==> config.mk <==
export PLATFORM = sky130hd
export DESIGN_NAME = image_encrypter_flat
export DESIGN_NICKNAME = d
export VERILOG_FILES = /design/src/rtl/image_encrypter_pkg.sv /design/src/rtl/image_encrypter_if.sv /design/src/rtl/image_encrypter_lfsr.sv /design/src/rtl/image_encrypter.sv /design/src/flat_wrapper.sv
export SDC_FILE = /design/constraint.sdc
export NUM_CORES = 1
export LEC_CHECK = 0
export BUFFER_PORTS_ARGS = -buffer_cell sky130_fd_sc_hd__buf_2
export CAP_MARGIN = 15
export CORE_MARGIN = 8
export CORE_UTILIZATION = 55
export DETAILED_ROUTE_END_ITERATION = 10
export GPL_TIMING_DRIVEN = 0
export PLACE_DENSITY = 0.84
export SYNTH_ARGS = -nofsm -noshare
export SYNTH_HDL_FRONTEND = slang
export SYNTH_SLANG_ARGS = --single-unit
==> constraint.sdc <==
create_clock -name clk -period 3.5 [get_ports clk]
set_input_delay 0.525 -clock clk [delete_from_list [all_inputs] [get_ports clk]]
set_output_delay 0.525 -clock clk [all_outputs]
set_load 0.01 [all_outputs]
==> src/rtl/image_encrypter_pkg.sv <==
// -----------------------------------------------------------------------------
// image_encrypter_pkg
//   Crypto constants and FSM encoding. The encrypter and the decrypter both
//   import this package, so the keystream and the state numbering always match.
//
//   Contents:
//     DEFAULT_SEED  LFSR seed used when the supplied key is zero
//     LFSR_TAPS     Galois feedback mask, XORed in when a 1 is shifted out
//     state_t       controller states IDLE / RUN / FLUSH / DONE
//     lfsr_step()   one right-shift step of the Galois LFSR
// -----------------------------------------------------------------------------
package image_encrypter_pkg;

    localparam logic [15:0] DEFAULT_SEED = 16'hACE1;
    localparam logic [15:0] LFSR_TAPS    = 16'hB400;

    typedef enum logic [1:0] {
        S_IDLE  = 2'd0,
        S_RUN   = 2'd1,
        S_FLUSH = 2'd2,
        S_DONE  = 2'd3
    } state_t;

    // Shift right by one. The bit that falls out of position 0 decides
    // whether the tap mask is folded back into the shifted state.
    function automatic logic [15:0] lfsr_step(input logic [15:0] s,
                                              input logic [15:0] taps);
        return {1'b0, s[15:1]} ^ (s[0] ? taps : 16'h0000);
    endfunction

endpackage

==> src/rtl/image_encrypter_if.sv <==
// -----------------------------------------------------------------------------
// image_encrypter_if
//   Groups the control handshake and both memory buses of image_encrypter.
//
//   Handshake semantics:
//     start/key  : start is a one-cycle request. It is accepted only when
//                  the block is idle, and key is sampled on that cycle. A
//                  start seen at any other time is dropped, and there is no
//                  acknowledge other than busy rising.
//     write_en   : qualifies write_addr/encrypted_data for exactly one byte
//                  per asserted cycle. There is no back-pressure; the RAM
//                  must accept every strobe.
//     read_addr  : feeds a synchronous-read ROM. plain_data belongs to the
//                  address that was presented one cycle earlier.
//
//   Signals (direction as seen from the encrypter, modport slave):
//     start, key, plain_data                       inputs
//     read_addr, write_addr, encrypted_data,
//     write_en, busy, done                         outputs
//     dbg_state, dbg_lfsr                          debug outputs (FSM, keystream)
// -----------------------------------------------------------------------------
interface image_encrypter_if
    import image_encrypter_pkg::*;
#(
    parameter int ADDR_W = 15,
    parameter int DATA_W = 8
);
    logic              start;
    logic [15:0]       key;
    logic [ADDR_W-1:0] read_addr;
    logic [DATA_W-1:0] plain_data;
    logic [ADDR_W-1:0] write_addr;
    logic [DATA_W-1:0] encrypted_data;
    logic              write_en;
    logic              busy;
    logic              done;
    state_t            dbg_state;
    logic [15:0]       dbg_lfsr;

    // Encrypter side.
    modport slave (
        input  start, key, plain_data,
        output read_addr, write_addr, encrypted_data, write_en, busy, done,
        output dbg_state, dbg_lfsr
    );

    // Controller / memory side.
    modport master (
        output start, key, plain_data,
        input  read_addr, write_addr, encrypted_data, write_en, busy, done,
        input  dbg_state, dbg_lfsr
    );

endinterface

==> src/rtl/image_encrypter_lfsr.sv <==
// -----------------------------------------------------------------------------
// keystream_lfsr
//   16-bit Galois LFSR that produces the cipher keystream. It is shared by
//   the encrypter and the decrypter, so both generate the same sequence from
//   the same seed.
//
//   Ports:
//     clk      in   clock
//     rst      in   synchronous, active-high. Returns the state to SEED_DEFAULT.
//     load     in   copy seed into the state (takes priority over advance)
//     seed     in   value loaded when load=1
//     advance  in   step the LFSR once
//     state    out  current LFSR state
// -----------------------------------------------------------------------------
module keystream_lfsr
    import image_encrypter_pkg::*;
#(
    parameter logic [15:0] SEED_DEFAULT = DEFAULT_SEED,
    parameter logic [15:0] TAPS         = LFSR_TAPS
) (
    input  logic        clk,
    input  logic        rst,
    input  logic        load,
    input  logic [15:0] seed,
    input  logic        advance,
    output logic [15:0] state
);

    always_ff @(posedge clk) begin
        if (rst) begin
            state <= SEED_DEFAULT;
        end else if (load) begin
            state <= seed;
        end else if (advance) begin
            state <= lfsr_step(state, TAPS);
        end
    end

endmodule

==> src/rtl/image_encrypter.sv <==
// -----------------------------------------------------------------------------
// image_encrypter
//   Streams a whole image from an external synchronous ROM and XORs each byte
//   with the low byte of a keystream LFSR. The ciphertext is written to an
//   external RAM at one byte per cycle. The cipher is its own inverse, so the
//   same block with the same key also decrypts.
//
//   Pipeline (a = pixel address):
//     cycle t   : read_addr = a
//     cycle t+1 : ROM returns plain_data[a]; stage-1 holds a and its valid bit
//     cycle t+2 : write_en=1, write_addr=a, encrypted_data = plain ^ lfsr[7:0]
//   The LFSR steps once per written byte, so byte a always uses the seed
//   advanced a times.
//
//   Ports:
//     clk   in  pixel clock
//     rst   in  synchronous, active-high. Aborts any run in progress.
//     bus   image_encrypter_if.slave: start/key in, ROM read port,
//           RAM write port, busy/done status, debug state and LFSR
// -----------------------------------------------------------------------------
module image_encrypter
    import image_encrypter_pkg::*;
#(
    parameter int          ADDR_W       = 15,
    parameter int          DATA_W       = 8,
    parameter int          NUM_PIXELS   = 19200,
    parameter logic [15:0] SEED_DEFAULT = DEFAULT_SEED
) (
    input  logic              clk,
    input  logic              rst,
    image_encrypter_if.slave  bus
);

    localparam logic [ADDR_W-1:0] LAST_ADDR = ADDR_W'(NUM_PIXELS - 1);

    state_t            state_q;
    state_t            state_n;
    logic              accept;

    logic [ADDR_W-1:0] rd_addr_q;
    logic              s1_valid_q;
    logic [ADDR_W-1:0] s1_addr_q;
    logic [ADDR_W-1:0] wr_addr_q;
    logic [DATA_W-1:0] enc_q;
    logic              wr_en_q;
    logic              busy_q;
    logic              done_q;

    logic [15:0]       seed;
    logic [15:0]       lfsr_state;

    // A start request only counts while idle. Once a run is accepted, start
    // and key are ignored until the block is back in IDLE.
    assign accept = (state_q == S_IDLE) && bus.start;

    // A zero key would lock the LFSR at zero, so it is replaced by the default seed.
    assign seed = (bus.key == 16'h0000) ? SEED_DEFAULT : bus.key;

    // -------------------------------------------------------------------------
    // FSM next-state logic
    // -------------------------------------------------------------------------
    always_comb begin
        state_n = state_q;
        unique case (state_q)
            S_IDLE:  if (bus.start) state_n = S_RUN;
            // Leave RUN once the last address has been presented.
            S_RUN:   if (rd_addr_q == LAST_ADDR) state_n = S_FLUSH;
            // Stage 1 empties one cycle before the last byte leaves the
            // output register. Entering DONE at that point puts the done
            // pulse right after the final write.
            S_FLUSH: if (!s1_valid_q) state_n = S_DONE;
            S_DONE:  state_n = S_IDLE;
            default: state_n = S_IDLE;
        endcase
    end

    // -------------------------------------------------------------------------
    // State register, address counter, pipeline and status outputs
    // -------------------------------------------------------------------------
    always_ff @(posedge clk) begin
        if (rst) begin
            state_q    <= S_IDLE;
            rd_addr_q  <= '0;
            s1_valid_q <= 1'b0;
            s1_addr_q  <= '0;
            wr_addr_q  <= '0;
            enc_q      <= '0;
            wr_en_q    <= 1'b0;
            busy_q     <= 1'b0;
            done_q     <= 1'b0;
        end else begin
            state_q <= state_n;

            // The read address saturates at the last pixel; it never wraps to 0.
            if (accept) begin
                rd_addr_q <= '0;
            end else if ((state_q == S_RUN) && (rd_addr_q != LAST_ADDR)) begin
                rd_addr_q <= rd_addr_q + 1'b1;
            end

            // Stage 1: the address whose ROM data arrives next cycle.
            s1_valid_q <= (state_q == S_RUN);
            s1_addr_q  <= rd_addr_q;

            // Stage 2: output registers. Address and data keep their last
            // values while no byte is being written.
            wr_en_q <= s1_valid_q;
            if (s1_valid_q) begin
                wr_addr_q <= s1_addr_q;
                enc_q     <= bus.plain_data ^ lfsr_state[DATA_W-1:0];
            end

            busy_q <= (state_n == S_RUN) || (state_n == S_FLUSH);
            done_q <= (state_n == S_DONE);
        end
    end

    // -------------------------------------------------------------------------
    // Keystream. It is seeded on the accepted start and steps once for every
    // byte written, so it changes on the same edge the write registers load.
    // -------------------------------------------------------------------------
    keystream_lfsr #(
        .SEED_DEFAULT (SEED_DEFAULT),
        .TAPS         (LFSR_TAPS)
    ) u_lfsr (
        .clk     (clk),
        .rst     (rst),
        .load    (accept),
        .seed    (seed),
        .advance (s1_valid_q),
        .state   (lfsr_state)
    );

    assign bus.read_addr      = rd_addr_q;
    assign bus.write_addr     = wr_addr_q;
    assign bus.encrypted_data = enc_q;
    assign bus.write_en       = wr_en_q;
    assign bus.busy           = busy_q;
    assign bus.done           = done_q;
    assign bus.dbg_state      = state_q;
    assign bus.dbg_lfsr       = lfsr_state;

endmodule

==> src/flat_wrapper.sv <==
// flat-port wrapper written by rule: the top's interface ports become plain ports
module image_encrypter_flat import image_encrypter_pkg::*;
#(
    parameter int          ADDR_W       = 15,
    parameter int          DATA_W       = 8,
    parameter int          NUM_PIXELS   = 19200,
    parameter logic [15:0] SEED_DEFAULT = DEFAULT_SEED
)
  (clk, rst, bus_start, bus_key, bus_plain_data, bus_read_addr, bus_write_addr, bus_encrypted_data, bus_write_en, bus_busy, bus_done, bus_dbg_state, bus_dbg_lfsr);
  image_encrypter_if #(.ADDR_W(ADDR_W), .DATA_W(DATA_W)) bus_i ();
  input  logic clk;
  input  logic rst;
  input wire logic [$bits(bus_i.start)-1:0] bus_start;
  input wire logic [$bits(bus_i.key)-1:0] bus_key;
  input wire logic [$bits(bus_i.plain_data)-1:0] bus_plain_data;
  output wire logic [$bits(bus_i.read_addr)-1:0] bus_read_addr;
  output wire logic [$bits(bus_i.write_addr)-1:0] bus_write_addr;
  output wire logic [$bits(bus_i.encrypted_data)-1:0] bus_encrypted_data;
  output wire logic [$bits(bus_i.write_en)-1:0] bus_write_en;
  output wire logic [$bits(bus_i.busy)-1:0] bus_busy;
  output wire logic [$bits(bus_i.done)-1:0] bus_done;
  output wire logic [$bits(bus_i.dbg_state)-1:0] bus_dbg_state;
  output wire logic [$bits(bus_i.dbg_lfsr)-1:0] bus_dbg_lfsr;
  assign bus_i.start = bus_start;
  assign bus_i.key = bus_key;
  assign bus_i.plain_data = bus_plain_data;
  assign bus_read_addr = bus_i.read_addr;
  assign bus_write_addr = bus_i.write_addr;
  assign bus_encrypted_data = bus_i.encrypted_data;
  assign bus_write_en = bus_i.write_en;
  assign bus_busy = bus_i.busy;
  assign bus_done = bus_i.done;
  assign bus_dbg_state = bus_i.dbg_state;
  assign bus_dbg_lfsr = bus_i.dbg_lfsr;
  image_encrypter #(.ADDR_W(ADDR_W), .DATA_W(DATA_W), .NUM_PIXELS(NUM_PIXELS), .SEED_DEFAULT(SEED_DEFAULT)) u_core (.clk(clk), .rst(rst), .bus(bus_i));
endmodule
=== Yosys cells after proc, flatten, opt, wreduce, memory -nomap -nowiden ===
Cells that the tools add are included.
Widths: inputs -> output; s select.

* Bits of input ports: 27
* Output and inout port bits: 59
* Word-level logic and storage cells: 36
* Flip-flop bits (word level): 75

* Bitwise gates (word level): 2
* Eq/ne operators: 8
* $add $sub $neg: 1
* Mux-type cells: 8
* Reductions and logical operators: 7

{| class="wikitable"
|+ Operators by type and width
! kind !! number
|-
| $mux 16 || 4
|-
| $logic_not 16->1 || 1
|-
| $xor 15x16->16 || 1
|-
| $add 15x1->15 const B || 1
|-
| $eq 15x15->1 const B || 1
|-
| $ne 15x15->1 const B || 1
|-
| $eq 2x2->1 const B || 4
|-
| $pmux 2 s4 || 1
|-
| $xor 8x8->8 || 1
|-
| $mux 2 || 3
|-
| $eq 2x1->1 const B || 2
|-
| $logic_and 1x1->1 || 2
|-
| $logic_not 2->1 || 1
|-
| $reduce_bool 2->1 || 1
|-
| $reduce_or 2->1 || 1
|-
| $logic_or 1x1->1 || 1
|}

=== Longest topological paths before layout ===
Gate-level depths: netlist of the first run.

* Depth after elaboration: 5
* Gate-level depth with buffers: 8
* Gate-level depth less buffers: 7

=== By module ===
A second synthesis of the first run with hierarchy kept.

* Cell total of the unflattened synthesis: 325
* Area, all modules: 3,149.3 um2

{| class="wikitable"
|+ By module, submodules not included
! module !! times used !! area each (um2) !! seq. area each (um2) !! cells an instance
|-
| image_encrypter || 1 || 2,353.5 || 1,181.1 || 248
|-
| keystream_lfsr || 1 || 795.8 || 320.3 || 77
|}

=== Worst setup path after synthesis of the first run ===
Ideal clock, no wire load.

* Path type: reg2reg
* Start point: register u_core.rd_addr_q[0], in the netlist u_core.bus.read_addr[0]
* End point: register u_core.busy_q, in the netlist u_core.bus.busy
* Arrival time: 1.859 ns
* Buffers on the path: 1
* Setup slack: 1.513 ns
* Period minus slack after synthesis: 1.987 ns
* Stages on the path, launching flop included: 8
* Setup time: 0.128 ns
* Required time: 3.372 ns
* Cells stage by stage: dfxtp_1 -> ha_1 -> and4_1 -> and4_1 -> clkbuf_2 -> o221ai_1 -> ha_1 -> nor2b_1

* Word-level cells in the longest chain between the ends: 5
* Elaborated cells between the ends (all ways): 6
* Those cells by class: eq/ne (3); mux (2); reduce/logical (1)

{| class="wikitable"
|+ RTL lines
! item !! RTL line !! source
|-
| from (decl) || image_encrypter.sv:40 || <nowiki>logic [ADDR_W-1:0] rd_addr_q;</nowiki>
|-
| from (signal assigned) || image_encrypter.sv:98 || <nowiki>rd_addr_q <= rd_addr_q + 1'b1;</nowiki>
|-
| $eq 15x15->1 (*) || image_encrypter.sv:67 || <nowiki>S_RUN: if (rd_addr_q == LAST_ADDR) state_n = S_FLUSH;</nowiki>
|-
| $mux 2 (*) || image_encrypter.sv:67 ||
|-
| $pmux 2 s4 (*) || image_encrypter.sv:64 || <nowiki>unique case (state_q)</nowiki>
|-
| $eq 2x1->1 / $eq 2x2->1 (equally long branches) || image_encrypter.sv:113 || <nowiki>busy_q <= (state_n == S_RUN) || (state_n == S_FLUSH);</nowiki>
|-
| $logic_or 1x1->1 (*) || image_encrypter.sv:113 ||
|-
| to (signal assigned) || image_encrypter.sv:113 ||
|-
| to (decl) || image_encrypter.sv:46 || <nowiki>logic busy_q;</nowiki>
|}

Mark *: on every way between the ends. The rest lies on a longest branch, timed or not.
A chain may end at the register's enable or synchronous reset.

=== Worst setup path after layout of the first run ===
Same ends and word-level chain as after synthesis.

==> results of run 1 <==
## Yosys cell counts, types with 5 or more instances
library cell               number  area, sq um
sky130_fd_sc_hd__nand3_1        5         25.0
sky130_fd_sc_hd__nor4_1         6         37.5
sky130_fd_sc_hd__or3_1          7         43.8
sky130_fd_sc_hd__nor2b_1       19          119
sky130_fd_sc_hd__xnor2_1       13          114
sky130_fd_sc_hd__a21oi_1       14         70.1
sky130_fd_sc_hd__a22oi_1        6         45.0
sky130_fd_sc_hd__nand2_1        7         26.3
sky130_fd_sc_hd__nor2_1        48          180
sky130_fd_sc_hd__a211oi_1      16          120
sky130_fd_sc_hd__or2_2          7         43.8
sky130_fd_sc_hd__o21ai_0       10         50.1
sky130_fd_sc_hd__clkbuf_1      11         41.3
sky130_fd_sc_hd__nand4_1        8         50.1
sky130_fd_sc_hd__mux2i_1       29          290
sky130_fd_sc_hd__dfxtp_1       75         1500
## cell families (layout without fill, tap and decap cells)
kind of cell | after synthesis | in the layout | synth area share
xor gates and xnor gates | 14 | 14 | 0.0402
DFF | 75 | 75 | 0.492
AOI/OAI and AO/OA | 51 | 51 | 0.107
adders and majority gates | 2 | 2 | 0.00821
buffers and inverters | 21 | 120 | 0.0324
muxes | 29 | 29 | 0.0952
and+or+nand+nor | 127 | 127 | 0.225
## report_power, final
part	switching, uW	internal [uW]
Sequential	24.3	880
Combinational	108	87.5
Clock	303	397
Total	436	1360
## sequential cells by signal, indices dropped and copies added, names as in the netlist
| name | flops |
|---|---|
| u_core.bus.write_addr | 15 |
| u_core.bus.busy | 1 |
| u_core.s1_addr_q | 15 |
| u_core.u_lfsr.state | 16 |
| u_core.bus.encrypted_data | 8 |
| u_core.s1_valid_q | 1 |
| u_core.bus.done | 1 |
| u_core.bus.write_en | 1 |
| u_core.bus.read_addr | 15 |
| u_core.bus.dbg_state | 2 |
## final timing paths
check / start / to / slack [ns] / depth (start not counted)
min reg2reg: u_core.s1_addr_q[7]$_SDFF_PP0_ / u_core.bus.write_addr[7]$_SDFFE_PP0P_ / 0.47 / 2
min: bus_key[12] / u_core.u_lfsr.state[12]$_SDFFE_PP0P_ / 0.45 / 3
max: u_core.bus.read_addr[0]$_SDFFE_PP0P_ / u_core.bus.busy$_SDFF_PP0_ / 1.23 / 7
max reg2reg: u_core.bus.read_addr[0]$_SDFFE_PP0P_ / u_core.bus.busy$_SDFF_PP0_ / 1.23 / 7
## routing by layer
layer / global-route usage / vias to the layer above / share of wire
met3: 0.0457 / 17 / 0.057
met5: 0 / - / 0
met4: 0.0902 / 0 / 0.023
li1: - / 1308 / -
met2: 0.322 / 101 / 0.49
met1: 0.231 / 1245 / 0.43
## worst reg2reg max path, stage by stage, from the launching register on
cell	delay [ns]
sky130_fd_sc_hd__dfxtp_1	0.44
sky130_fd_sc_hd__ha_1	0.31
sky130_fd_sc_hd__and4_1	0.26
sky130_fd_sc_hd__and4_1	0.30
sky130_fd_sc_hd__clkbuf_2	0.23
sky130_fd_sc_hd__o221ai_1	0.17
sky130_fd_sc_hd__ha_1	0.32
sky130_fd_sc_hd__nor2b_1	0.13
## stage by stage
step / utilization / cell area (sq um)
finish: 0.692 / 3770
global route: 0.692 / 3770
CTS: 0.692 / 3770
detailed placement: 0.654 / 3560
global placement: 0.654 / 3560
floorplan: - / 3050
## final cells by class
cell class              instances  share of cell area
plain buffers                  21              0.0262
repair buffers                 84               0.112
clock inverters                 5              0.0209
clock buffers                  10              0.0339
flip-flops and latches         75               0.399
well taps                      72              0.0239
multi-input cells             223               0.385
## cell usage in the layout (no fill, tap or decap), drive strengths merged, types with 5 or more instances in the layout
cell    Yosys  routed
clkbuf     12      22
a21oi      14      14
mux2i      29      29
o21ai      10      10
or3         8       8
nor2       48      48
nand3       5       5
or2         7       7
xnor2      13      13
nor4        6       6
dfxtp      75      75
nand4       8       8
a22oi       6       6
nor2b      19      19
nand2       7       7
buf         9      93
a211oi     16      16
==> results.cfg, run 1 <==
[clock_network]
tritoncts_num_sinks = 75
cts_repair_resize_count = 0
numCtsBuffers = 9
clk_root_buffer_cell = sky130_fd_sc_hd__clkbuf_8
htree_num_levels = 3
cts_tree = built
worst_skew_pair.late_latency_ns = 0.34
clkTransAtPathRegs_ns = 0.08
cts_hold_buf = 0
post-cts-setup-buffers = 0
cts-root-to-sink-buffers = 2

[layout]
layout-drive-gt1-share = 0.282
num-nets-final = 443
sequential_cell_area_sq_mm = 0.00150
antennaDiodeCount = 0
final-instance-count-excl-fill = 490
fillerInstances = 432
area_occupied_by_multi_input_gates_sq_mm = 0.00145
syn2layout_area_growth_pct = 23.5

[yosys]
mappedNetlistArea_sq_mm = 0.00305
synth_enable_flop_cells = 0
synth_ff_type = sky130_fd_sc_hd__dfxtp_1
net_count_after_synthesis = 348
synthArstFlopShare = 0
post_synth_num_cell_types = 41
synthesis.instances = 319
yosys_warns = 0
ys_ff_latch = 75
synth.yosys.seq_area_share = 0.492
postSynthAreaPerCell_sq_um = 9.56

[route]
final_antenna_net_count = 0
wirelength_mm = 7.87
firstDrtPassIters = 5
avgViaCountPerCell = 5.45
drt-initial-drc-count = 131
post_drt_wl_per_cell_microns = 16.1
drc = 0
detailroute.via_count = 2671

[placement]
port_buffers = 84
post-place-cells = 475
pre_cts_slack_ns = 1.26
post-dp-hpwl_mm = 5.78
finalWeightedCongestion = 0.858

[floorplan]
rows = 27
placeableCoreArea_sq_mm = 0.00544
initial_utilization = 0.561
die_area_sq_mm = 0.00818
die_w_microns = 90.5
ioPinCount = 86
die_height_microns = 90.5

[setup_path]
setup.worst_path.end_class = flop
critical-path-max-stage-delay_ns = 0.44
worstPathCellList = ha_1 -> and4_1 -> and4_1 -> clkbuf_2 -> o221ai_1 -> ha_1 -> nor2b_1
cp_data_required_time_ns = 3.71
path_class = reg -> reg
crit_arrival_ns = 2.48
critical-path-slowest-cell = sky130_fd_sc_hd__dfxtp_1
start_kind = flop
crit_path_max_fanout = 10
wp_buf_inv = 1
critical-path-top-delay-family = simple AND/OR/NAND/NOR gates

[sta]
maxSlewHeadroom = 0.564
fmaxAchievable_ghz = 0.440
drv_slew = 0
fin_crit_sh = 0.650
clk_skew_ns = 0.00727
worst_pin_slew_ns = 0.654
grt_setup_unrepaired = no
finalSetupViolCount = 0
hold_slack_ns = 0.454
final.min_clock_period_ns = 2.27
fin_setup_tns_ns = 0
hold_viol_final = 0
post_route_worst_setup_slack_ns = 1.23

[grt]
grt.overflow.total = 0
antenna_found_initial = 0
grt_pass1_vias = 2700
largest_net_degree_at_the_start_of_global_routing = 13
first_pass_grt_wire_length_mm = 13.1
track_usage = 0.194

[min_path]
hold_path_class = in -> reg

[power]
static-leakage-power_uw = 0.00157
fin_total_pwr_uw = 1800
vdd_ir_drop_max_mv = 0.372
total_power_density_per_cell_area_mw_per_mm2 = 478

[run_status]
status = completed

[job]
max_cap_viol_count = 0
Power figures use the tool's default switching activity.
==> inputs of run 2 (changes only) <==
CORE_UTILIZATION = 46   (was 55)
PLACE_DENSITY = 0.75   (was 0.84)
clock period = 1.9 ns   (was 3.5 ns; I/O delays follow)
==> results.cfg, run 2 (synthesis gave the netlist of run 1 again) <==
[power]
vdd_ir_drop_max_mv = 0.640
static-leakage-power_uw = 0.00160
total_power_density_per_cell_area_mw_per_mm2 = 865
fin_total_pwr_uw = 3350

[floorplan]
placeableCoreArea_sq_mm = 0.00639
rows = 29
die_w_microns = 97.4
die_area_sq_mm = 0.00949
ioPinCount = 86
initial_utilization = 0.477
die_height_microns = 97.4

[layout]
layout-drive-gt1-share = 0.330
flip_flop_count_of_the_largest_register_all_copies_and_words_added = 16
fillerInstances = 553
syn2layout_area_growth_pct = 27.2
layout_commonest_cell = sky130_fd_sc_hd__buf_2
num-nets-final = 447
registers.top_by_ff_count = u_core.u_lfsr.state
finalCoreUtilization = 0.607
antennaDiodeCount = 0
area_occupied_by_multi_input_gates_sq_mm = 0.00149
sequential_cell_area_sq_mm = 0.00152
layout_common_cells = sky130_fd_sc_hd__buf_2, sky130_fd_sc_hd__dfxtp_1, sky130_fd_sc_hd__nor2_1
final-instance-count-excl-fill = 498

[run_status]
status = completed

[sta]
worst_pin_slew_ns = 0.670
fin_setup_tns_ns = 0
final.min_clock_period_ns = 1.82
clk_skew_ns = 0.0107
maxSlewHeadroom = 0.553
grt_setup_unrepaired = no
hold_slack_ns = 0.208
finalSetupViolCount = 0
hold_viol_final = 0
drv_slew = 0
fmaxAchievable_ghz = 0.548
fin_crit_sh = 0.960

[setup_path]
worstReg2RegStart = u_core.bus.read_addr[1]$_SDFFE_PP0P_
setup.worst_path.end_class = flop
crit_path_max_fanout = 10
start_kind = flop
cp_data_required_time_ns = 2.11
critPathLaunch = u_core.bus.read_addr[1]$_SDFFE_PP0P_
crit_arrival_ns = 2.03
path_class = reg -> reg

[route]
drt-initial-drc-count = 143
post_drt_wl_per_cell_microns = 15.9
drc = 0
detailroute.via_count = 2706
avgViaCountPerCell = 5.43
wirelength_mm = 7.92
firstDrtPassIters = 4
final_antenna_net_count = 0

[clock_network]
tritoncts_num_sinks = 75
cts-root-to-sink-buffers = 2
htree_num_levels = 3
cts_tree = built
clkTransAtPathRegs_ns = 0.08
worst_skew_pair.late_latency_ns = 0.34
clk_root_buffer_cell = sky130_fd_sc_hd__clkbuf_8
cts_hold_buf = 0
numCtsBuffers = 9

[grt]
track_usage = 0.164
grt_pass1_vias = 2619
first_pass_grt_wire_length_mm = 13.1
antenna_found_initial = 0
largest_net_degree_at_the_start_of_global_routing = 13
grt.overflow.total = 0

[min_path]
min_from = bus_key[12]
hold_path_class = in -> reg

[placement]
post-place-cells = 480
port_buffers = 84
finalWeightedCongestion = 0.857
post-dp-hpwl_mm = 5.77

[job]
max_cap_viol_count = 0
-- run 2: area by class of cell --
| type | count | area share |
|---|---|---|
| Sequential cell | 75 | 0.392 |
| Multi-Input combinational cell | 223 | 0.383 |
| Timing Repair Buffer | 89 | 0.118 |
| Clock buffer | 10 | 0.0355 |
| Buffer | 20 | 0.0271 |
| Tap cell | 77 | 0.0248 |
| Clock inverter | 4 | 0.0197 |
-- run 2: final timing paths --
| path | slack (ns) | cells after the start | endpoint |
|---|---|---|---|
| worst min register to register | 0.47 | 2 | u_core.bus.write_addr[0]$_SDFFE_PP0P_ |
| worst min-delay path | 0.21 | 3 | u_core.u_lfsr.state[12]$_SDFFE_PP0P_ |
| worst max register to register | 0.08 | 7 | u_core.bus.busy$_SDFF_PP0_ |
| worst max-delay path | 0.08 | 7 | u_core.bus.busy$_SDFF_PP0_ |
-- run 2: worst max-delay path, stage by stage (launching register included) --
cell	delay, ns
sky130_fd_sc_hd__dfxtp_4	0.37
sky130_fd_sc_hd__ha_4	0.16
sky130_fd_sc_hd__and4_4	0.25
sky130_fd_sc_hd__and4_4	0.23
sky130_fd_sc_hd__clkbuf_8	0.16
sky130_fd_sc_hd__o221ai_2	0.11
sky130_fd_sc_hd__ha_1	0.29
sky130_fd_sc_hd__nor2b_1	0.12
-- run 2: power breakdown --
part	switching (uW)	internal [uW]	total, uW	leakage (uW)
registers	43.5	1620	1660	0.000615
clock network	561	763	1320	0.000104
logic	201	165	366	0.000881
-- run 2: stage by stage --
stage	area (sq um)	setup slack (ns)
after floorplan	3050	0.00536
after global placement	3570	-0.222
after detailed placement	3570	-0.279
after CTS	3840	0.00156
after global routing	3880	0.0172
final	3880	0.0759
-- run 2: metal layers --
metal	wire length [microns]	up-vias	GRT usage	share of wire
met1	3330	1271	0.199	0.42
met2	3840	105	0.265	0.48
li1	-	1318	-	-
met5	0	-	0	0
met4	154	0	0.0781	0.019
met3	589	12	0.0413	0.074
-- run 2: repair_timing --
action / in CTS / in global routing
resized for setup: 12 / 8
setup endpoints to repair: 4 / 5
pin swaps: 1 / 2
setup buffers: 3 / 2
==> inputs of run 3 (changes only) <==
ABC_AREA = 1   (was default)
CORE_UTILIZATION = 47   (was 46)
PLACE_DENSITY = 0.76   (was 0.75)
==> results.cfg, run 3 <==
[route]
post_drt_wl_per_cell_microns = 13.8
avgViaCountPerCell = 5.09
firstDrtPassIters = 4
detailroute.via_count = 3099
final_antenna_net_count = 0
wirelength_mm = 8.42
drc = 0
drt-initial-drc-count = 162

[clock_network]
cts_hold_buf = 0
numCtsBuffers = 9
htree_num_levels = 3
clkTransAtPathRegs_ns = 0.08
cts_tree = built
tritoncts_num_sinks = 75
cts-root-to-sink-buffers = 2
clk_root_buffer_cell = sky130_fd_sc_hd__clkbuf_8
worst_skew_pair.late_latency_ns = 0.34

[layout]
final-instance-count-excl-fill = 609
layout_common_cells = sky130_fd_sc_hd__nand2_1, sky130_fd_sc_hd__buf_2, sky130_fd_sc_hd__dfxtp_1
finalCoreUtilization = 0.595
flip_flop_count_of_the_largest_register_all_copies_and_words_added = 16
layout-drive-gt1-share = 0.253
antennaDiodeCount = 0
registers.top_by_ff_count = u_core.u_lfsr.state
num-nets-final = 555
syn2layout_area_growth_pct = 25.1
layout_commonest_cell = sky130_fd_sc_hd__nand2_1

[placement]
post-place-cells = 590
finalWeightedCongestion = 0.913
post-dp-hpwl_mm = 6.26
port_buffers = 84
pre_cts_slack_ns = -0.0671

[yosys]
yosys-mux-area-fraction = 0
ys_top_cells_by_count = sky130_fd_sc_hd__nand2_1, sky130_fd_sc_hd__dfxtp_1, sky130_fd_sc_hd__nor2_1, sky130_fd_sc_hd__a21oi_1, sky130_fd_sc_hd__inv_1
ys_ff_latch = 75
yosys_warns = 0
synthArstFlopShare = 0
synthAdderAreaFrac = 0.00787
net_count_after_synthesis = 455
postSynthAreaPerCell_sq_um = 7.47
synth.most_common_cell = sky130_fd_sc_hd__nand2_1
mappedNetlistArea_sq_mm = 0.00318
synth_ff_type = sky130_fd_sc_hd__dfxtp_1
synth_top_area_share = 0.472
post_synth_num_cell_types = 28
synthesis.instances = 426
synth_enable_flop_cells = 0
synth-compound-area-share = 0.160
dominant_combinational_cell_family_by_area_after_synthesis = simple AND/OR/NAND/NOR gates
yosys.area.top_type = sky130_fd_sc_hd__dfxtp_1
synth.yosys.seq_area_share = 0.472
synth-xor-area-share = 0.0358
simple_gate_portion_of_the_synthesized_area = 0.256
synth.top_cells.by_area = sky130_fd_sc_hd__dfxtp_1, sky130_fd_sc_hd__nand2_1, sky130_fd_sc_hd__a21oi_1

[run_status]
status = completed

[power]
total_power_density_per_cell_area_mw_per_mm2 = 851
vdd_ir_drop_max_mv = 0.396
static-leakage-power_uw = 0.00171

[sta]
post_route_worst_setup_slack_ns = 0.104
worst_pin_slew_ns = 0.548
drv_slew = 0
fin_setup_tns_ns = 0
fin_crit_sh = 0.945
maxSlewHeadroom = 0.635
hold_viol_final = 0
fmaxAchievable_ghz = 0.557
clk_skew_ns = 0.00897
finalSetupViolCount = 0
final.min_clock_period_ns = 1.80

[min_path]
hold_path_class = in -> reg

[floorplan]
die_area_sq_mm = 0.00966
die_height_microns = 98.3
ioPinCount = 86
rows = 30
die_w_microns = 98.3
placeableCoreArea_sq_mm = 0.00668
initial_utilization = 0.476

[grt]
grt_pass1_vias = 3040
antenna_found_initial = 0
first_pass_grt_wire_length_mm = 14.2
track_usage = 0.178
grt.overflow.total = 0
largest_net_degree_at_the_start_of_global_routing = 12

[setup_path]
cp_data_required_time_ns = 2.11
setup.worst_path.end_class = flop
crit_arrival_ns = 2.00
start_kind = flop
crit_path_max_fanout = 7
path_class = reg -> reg

[job]
max_cap_viol_count = 0
==> run 3: area by class of cell <==
type,instances,area [sq um]
buffer,18,90.1
clock inverter,2,60.1
sequential,75,1510
multi-input combinational,299,1480
timing repair buffer,89,458
clock buffer,12,155
inverter,34,128
fill,598,2700
tap,80,100
==> run 3: what timing repair did <==
item / in CTS / in global routing
resized for setup: 3 / 7
setup buffers: 0 / 5
pin swaps: 0 / 2
setup endpoints to repair: 1 / 2
==> run 3: stage by stage <==
stage	instance area [sq um]	total power, uW	hold slack (ns)
after detailed placement	3700	2080	0.439
after global routing	3980	3530	0.215
after floorplan	3180	1930	0.413
after global placement	3700	2080	0.432
after CTS	3920	3400	0.194
final	3980	3390	0.205
==> run 3: report_power, final <==
group / internal [uW] / switching (uW) / total (uW) / leakage (uW)
combinational: 149 / 232 / 381 / 0.000988
clock: 798 / 531 / 1330 / 0.000109
sequential: 1630 / 48.7 / 1680 / 0.000613
==> run 3: metal layers <==
metal / GRT usage / routed length [microns] / vias to the layer above
met1: 0.218 / 3780 / 1376
met4: 0.0779 / 208 / 0
li1: - / - / 1579
met5: 0 / 0 / -
met2: 0.291 / 3830 / 125
met3: 0.0434 / 603 / 19
==> run 3: path summary, 6_finish.rpt <==
| check | from | end | slack [ns] | depth (start not counted) |
|---|---|---|---|---|
| max | u_core.bus.read_addr[9]$_SDFFE_PP0P_ | u_core.bus.busy$_SDFF_PP0_ | 0.10 | 9 |
| min reg2reg | u_core.s1_addr_q[4]$_SDFF_PP0_ | u_core.bus.write_addr[4]$_SDFFE_PP0P_ | 0.45 | 2 |
| min | bus_key[1] | u_core.u_lfsr.state[1]$_SDFFE_PP0P_ | 0.21 | 3 |
| max reg2reg | u_core.bus.read_addr[9]$_SDFFE_PP0P_ | u_core.bus.busy$_SDFF_PP0_ | 0.10 | 9 |
==> run 3: logic make-up (layout without fill, tap and decap cells) <==
| family | count (synthesis) | after routing |
|---|---|---|
| adders and majority gates | 2 | 2 |
| and+or+nand+nor | 193 | 193 |
| buffers and inverters | 52 | 155 |
| xor gates and xnor gates | 13 | 13 |
| AOI/OAI and AO/OA | 91 | 91 |
| DFF | 75 | 75 |
==> run 3: worst max-delay path, cell delays in order, from the launching register on <==
cell and delay (ns):
sky130_fd_sc_hd__dfxtp_1 0.44, sky130_fd_sc_hd__nand2_1 0.08, sky130_fd_sc_hd__nor2_1 0.23, sky130_fd_sc_hd__nand3_1 0.16, sky130_fd_sc_hd__nor2_1 0.24, sky130_fd_sc_hd__nand2_1 0.12
sky130_fd_sc_hd__nand2_1 0.08, sky130_fd_sc_hd__ha_1 0.22, sky130_fd_sc_hd__inv_1 0.05, sky130_fd_sc_hd__nor2_1 0.03
